File: src/rtl/ram_arbiter.sv
// Single-port RAM arbiter sharing one RAM between the data (load/store) port
// and the instruction-fetch port, with a starvation bound for fetch.
module ram_arbiter #(
    parameter int unsigned ADDR_W     = 32,
    parameter int unsigned DATA_W     = 32,
    parameter int unsigned STARVE_MAX = 4
) (
    input  logic                clk,
    input  logic                rst_n,
    input  logic                d_req_i,
    input  logic                d_we_i,
    input  logic [DATA_W/8-1:0] d_be_i,
    input  logic [ADDR_W-1:0]   d_addr_i,
    input  logic [DATA_W-1:0]   d_wdata_i,
    output logic                d_gnt_o,
    output logic                d_rvalid_o,
    output logic [DATA_W-1:0]   d_rdata_o,
    input  logic                f_req_i,
    input  logic [ADDR_W-1:0]   f_addr_i,
    output logic                f_gnt_o,
    output logic                f_rvalid_o,
    output logic [DATA_W-1:0]   f_rdata_o,
    output logic                ram_en_o,
    output logic                ram_we_o,
    output logic [DATA_W/8-1:0] ram_be_o,
    output logic [ADDR_W-1:0]   ram_addr_o,
    output logic [DATA_W-1:0]   ram_wdata_o,
    input  logic [DATA_W-1:0]   ram_rdata_i
);

    localparam int unsigned CNT_W = $clog2(STARVE_MAX + 1);
    localparam logic [CNT_W-1:0] STARVE_LIM = CNT_W'(STARVE_MAX);

    typedef enum logic [1:0] {
        OWN_NONE,
        OWN_D_RD,
        OWN_F_RD
    } owner_t;

    owner_t           owner;
    logic [CNT_W-1:0] starve_cnt;
    logic             d_win;
    logic             f_win;

    // Grants are gated by rst_n so every output reads 0 while reset is held.
    always_comb begin
        f_win = rst_n & f_req_i & (~d_req_i | (starve_cnt == STARVE_LIM));
        d_win = rst_n & d_req_i & ~f_win;
    end

    always_comb begin
        d_gnt_o     = d_win;
        f_gnt_o     = f_win;
        ram_en_o    = d_win | f_win;
        ram_we_o    = d_win & d_we_i;
        ram_be_o    = '0;
        ram_addr_o  = '0;
        ram_wdata_o = '0;
        if (d_win) begin
            ram_be_o    = d_be_i;
            ram_addr_o  = d_addr_i;
            ram_wdata_o = d_wdata_i;
        end else if (f_win) begin
            ram_addr_o  = f_addr_i;
        end
    end

    always_comb begin
        d_rvalid_o = (owner == OWN_D_RD);
        f_rvalid_o = (owner == OWN_F_RD);
        d_rdata_o  = d_rvalid_o ? ram_rdata_i : '0;
        f_rdata_o  = f_rvalid_o ? ram_rdata_i : '0;
    end

    always_ff @(posedge clk or negedge rst_n) begin
        if (!rst_n) begin
            owner      <= OWN_NONE;
            starve_cnt <= '0;
        end else begin
            if (d_win && !d_we_i)
                owner <= OWN_D_RD;
            else if (f_win)
                owner <= OWN_F_RD;
            else
                owner <= OWN_NONE;

            if (f_win || !f_req_i)
                starve_cnt <= '0;
            else if (starve_cnt != STARVE_LIM)
                starve_cnt <= starve_cnt + CNT_W'(1);
        end
    end

endmodule

File: config.mk
export PLATFORM = sky130hd
export DESIGN_NAME = ram_arbiter
export DESIGN_NICKNAME = d
export VERILOG_FILES = /design/src/rtl/ram_arbiter.sv
export SDC_FILE = /design/constraint.sdc
export NUM_CORES = 1
export LEC_CHECK = 0
export BUFFER_PORTS_ARGS = -buffer_cell sky130_fd_sc_hd__buf_4
export CORE_AREA = 2 2 106 108
export DETAILED_ROUTE_END_ITERATION = 7
export DIE_AREA = 0 0 108 110
export HOLD_SLACK_MARGIN = 0.02
export SLEW_MARGIN = 0
export SYNTH_ARGS = -nofsm -noshare
export SYNTH_HDL_FRONTEND = slang
export SYNTH_SLANG_ARGS = --single-unit
File: constraint.sdc
create_clock -name clk -period 1.7 [get_ports clk]
set_input_delay 0.255 -clock clk [delete_from_list [all_inputs] [get_ports clk]]
set_output_delay 0.255 -clock clk [all_outputs]
set_load 0.005 [all_outputs]
# After elaboration in Yosys (flattened, before gate mapping)
# Index checks and enable logic that the tools add are counted.
# word_totals
out_inout_bits	138
n_memories	0
romBits	0
in_bits	137
mem_bits_rw	0
wordCells	31
reg_bits	5
latchBits	0
# classes
n_shift	0
multipliers	0
div_mod_pow	0
bitwise_logic	9
addsub	1
n_reduce_logical	5
n_eq_ne	4
n_lt_le_gt_ge	0
mux	10
# op_table
cell	count
$mux 32	5
$mux 3	2
$and 1x1->1	5
$mux 2	2
$mux 4	1
$add 3x1->3 const B	1
$eq 3x3->1 const B	1
$ne 3x3->1 const B	1
$eq 2x1->1 const B	1
$eq 2x2->1 const B	1
$logic_not 1->1	2
$not 1->1	2
$or 1x1->1	2
$reduce_bool 2->1	1
$logic_and 1x1->1	1
$logic_or 1x1->1	1

# Depth between registers and ports, before layout
# logic_depth
word_depth	7
depth_mapped	7
mapped_depth_nobuf	5

# Worst setup path after synthesis
# Ideal clock, no wire load.
# synth_timing
path_kind	reg2out
start	register starve_cnt[0]
end	output port ram_addr_o[22]
stages_incl_launch_ff	8
path_buffers	2
t_required_ns	1.445
setup_slack_ns	-0.088
arrival_time_ns	1.533
cell_sequence	dfrtp_1 > inv_1 > ha_1 > a21bo_1 > and3_4 > buf_6 > buf_6 > a22o_1
# synth_between
elab_chain_cells	6
word_cells_on_any_way	7
classes_between	eq/ne: 1; mux: 2; bitwise: 4
# synth_rtl
item	line_no	source
start: declaration	41	logic [CNT_W-1:0] starve_cnt;
start signal: assignment	90	starve_cnt <= starve_cnt + CNT_W'(1);
$eq 3x3->1 *	47	f_win = rst_n & f_req_i & (~d_req_i | (starve_cnt == STARVE_LIM));
$or 1x1->1 *	47	
$and 1x1->1 *	47	
net f_gnt_o	20	output logic f_gnt_o,
$not 1->1	48	d_win = rst_n & d_req_i & ~f_win;
$and 1x1->1	48	
$mux 32 *	59	if (d_win) begin
end: declaration	26	output logic [ADDR_W-1:0] ram_addr_o,
# Mark *: on every way through the listed nets, which the timed path passes. The rest lies on a longest branch.

# Worst setup path in the final report
# layout_timing
start	register starve_cnt[0]
end	output port ram_addr_o[1]
# layout_between
elab_chain_cells	6
word_cells_on_any_way	7
classes_between	eq/ne: 1; mux: 2; bitwise: 4
# layout_rtl
item	line_no
$eq 3x3->1 *	47
$or 1x1->1 *	47
$and 1x1->1 *	47
$not 1->1	48
$and 1x1->1	48
$mux 32 *	59
# Every way passes the cells marked *; elsewhere a longest branch is shown, timed or not.

==> summary.txt <==
Worst setup path
  – Delay-heaviest family, CP: compound AO/OA/AOI/OAI gates
  – Slowest cell on crit path: dfrtp_1
  – WP data required: 1.44 ns
  – Crit path capture type: output pin
  – Crit path arrival time: 1.61 ns
  – Worst path bufs/invs: 3
  – CP Max Fanout: 36
  – Critical Path Source Type: flop
  – Worst path cell trace: inv_2 > ha_4 > a31oi_4 > buf_12 > a22o_1 > buf_4
  – Max incr delay on CP: 0.35 ns
  – WS Path Type: flop to output pin

Logic synthesis
  – Main flop type after synthesis: dfrtp_1
  – Syn avg cell area: 7.26 um^2
  – Post-synth top area share: 47.3%
  – Share of async-settable or async-resettable flops after synthesis: 100%
  – Synth cell types: 24
  – YS warnings: 0
  – Cell with the most instances after synthesis: and2_1
  – Synth Register Bits: 5
  – Synth Instances: 184
  – Seq/Total Area, Yosys: 9.36%
  – Post-synth EDFFs: 0
  – Synthesized cell area: 1340 um^2
  – Syn Nets: 323
  – Synth top cells by count: 101 x and2_1, 32 x a22o_1, 9 x clkbuf_1
  – Cell type with the largest total area after synthesis: and2_1
  – Top cells by area, synth: and2_1 47%, a22o_1 21%, dfrtp_1 9.4%, buf_6 4.2%, clkbuf_1 2.5%

Placed design
  – DP HPWL: 6.49 mm
  – Placed Cells: 587
  – Port bufs: 274
  – Pre-CTS WS: -0.0286 ns
  – Post-DP Area: 3550 um^2
  – Gpl congestion: 0.811

STA
  – Final Cycle Share: 109%
  – Peak Freq: 0.537 GHz
  – Final setup violation count: 69
  – Final Max Slew Viols: 0
  – Final WS setup: -0.161 ns
  – Clock Skews: 0.00242 ns
  – Unrepaired setup endpoints after global routing: yes
  – Worst slew pin tran: 0.274 ns
  – Final hold violation count: 0
  – Slew HR: 81.7%
  – Tmin final: 1.86 ns

GRT
  – Initial antenna violation count: 0
  – Largest net degree at the start of global routing: 37
  – All-Layer GR Usage: 12.1%
  – First-pass GRT wire length: 11.3 mm
  – Aggregate global routing overflow: 0
  – Vias in the first global route: 2280

Flow run
  – Max-cap violations: 0

Cells and area
  – Area delta synth->final: 197%
  – Layout Nets: 604
  – Layout fillers: 1096
  – Core Util, Final: 37.1%
  – Post-layout instance area: 3970 um^2
  – Ratio of cells with drive above 1 in the final layout: 70.9%
  – N_diodes: 0
  – Final cell count without fillers: 604

Power and ir drop
  – Power Total: 0.00115 W
  – Lkg Pwr: 2.17 nW
  – Max IR drop VDD: 0.245 mV
  – Power Dens Cells: 289 nW/um^2

Clocking
  – Clock Root Buffer: clkbuf_8
  – CTS tree: done
  – CTS sink count: 5
  – CTS H-tree lvls: 1
  – TritonCTS buffer count: 3
  – Clk_lat worst skew: 0.22 ns
  – Clk buf depth: 2
  – Clock-pin slew on the worst setup and hold paths: 0.04 ns

Drt
  – DR WL/cell: 14.7 um
  – Detailed Route WL: 8.91 mm
  – Drt first pass iters: 4
  – DR vias/cell: 4.10
  – Drt drc: 0
  – Via count: 2476
  – Antenna viol nets, final: 0
  – Initial drt markers: 65

Floorplanning
  – Starting density of the core: 12.5%
  – Core area: 10700 um^2
  – Die area: 11900 um^2
  – Die W: 108 um
  – Top Ports: 275
  – Die Y: 110 um
  – Core Rows: 38

Run status
  – Status: finished with violations
  – Violated checks: negative setup slack

Hold path
  – Hold WC Path Type: primary input to flop
[registers in the layout (all words and copies together) (netlist names)]
name	flops
starve_cnt	3
owner	2
[stage by stage]
| stage | hold WS [ns] | setup TNS, ns |
|---|---|---|
| after floorplan | -0.0406 | 0 |
| after global placement | 0.186 | -0.0634 |
| after detailed placement | 0.186 | -0.181 |
| after CTS | 0.198 | -7.35 |
| after global routing | 0.200 | -12.19 |
| final | 0.200 | -8.15 |
[where the power goes]
part           total (W)  leakage, nW  switching (W)  internal, W
clock           0.000217       0.0228      0.0000566     0.000161
combinational   0.000801         2.08       0.000270     0.000531
sequential      0.000131       0.0669     0.00000502     0.000126
total            0.00115         2.17       0.000331     0.000818
[kinds of logic after synthesis]
| logic type | synth area share (%) |
|---|---|
| AOI/OAI and AO/OA | 26.9 |
| DFF | 9.36 |
| buffers and inverters | 9.08 |
| adders and majority gates | 1.87 |
| and+or+nand+nor | 52.8 |
[per-layer routing]
| layer | part of all wire (%) | global-route usage [%] | up-vias |
|---|---|---|---|
| met2 | 54 | 23.3 | 164 |
| li1 | - | - | 1187 |
| met1 | 36 | 13.3 | 1115 |
| met3 | 9.2 | 2.65 | 10 |
| met5 | 0 | 0 | - |
| met4 | 1.3 | 3.11 | 0 |
[what timing repair did]
item / 4_1_cts / 5_1_grt
hold buffers: 1 / 0
gates cloned: 6 / 3
resized for setup: 23 / 46
pin swaps: 2 / 12
hold endpoints to repair: 5 / 0
endpoints found under the setup margin: 70 / 70
buffers inserted: 4 / 0
[cell usage in the layout (no fill, tap or decap), drive strengths merged, types with 2 or more instances in the layout]
cell,instances
buf,287
and2,101
a22o,32
and3,6
clkbuf,6
dfrtp,5
nor2,4
nand2,3
nor2b,3
inv,3
ha,2
[final cells by class]
type                       count  area (um^2)  share of cell area, %
timing repair buffer         290         2390                   60.3
multi-input combinational    162         1220                   30.7
tap                          140          175                   4.41
sequential                     5          125                   3.15
clock buffer                   4         45.0                   1.13
inverter                       3         11.3                  0.283
[worst paths after layout]
kind	start	to	slack, ns	cells past startpoint
max	starve_cnt[0]$_DFFE_PN0P_	ram_addr_o[1]	-0.16	6
min in group asynchronous	rst_n	starve_cnt[2]$_DFFE_PN0P_	0.63	3
min	d_we_i	owner[0]$_DFF_PN0_	0.20	2
max reg2reg	starve_cnt[0]$_DFFE_PN0P_	starve_cnt[1]$_DFFE_PN0P_	0.35	6
min reg2reg	starve_cnt[1]$_DFFE_PN0P_	starve_cnt[1]$_DFFE_PN0P_	0.66	3
max in group asynchronous	rst_n	starve_cnt[0]$_DFFE_PN0P_	0.87	3
No activity file was read; power rests on OpenSTA's default activity.
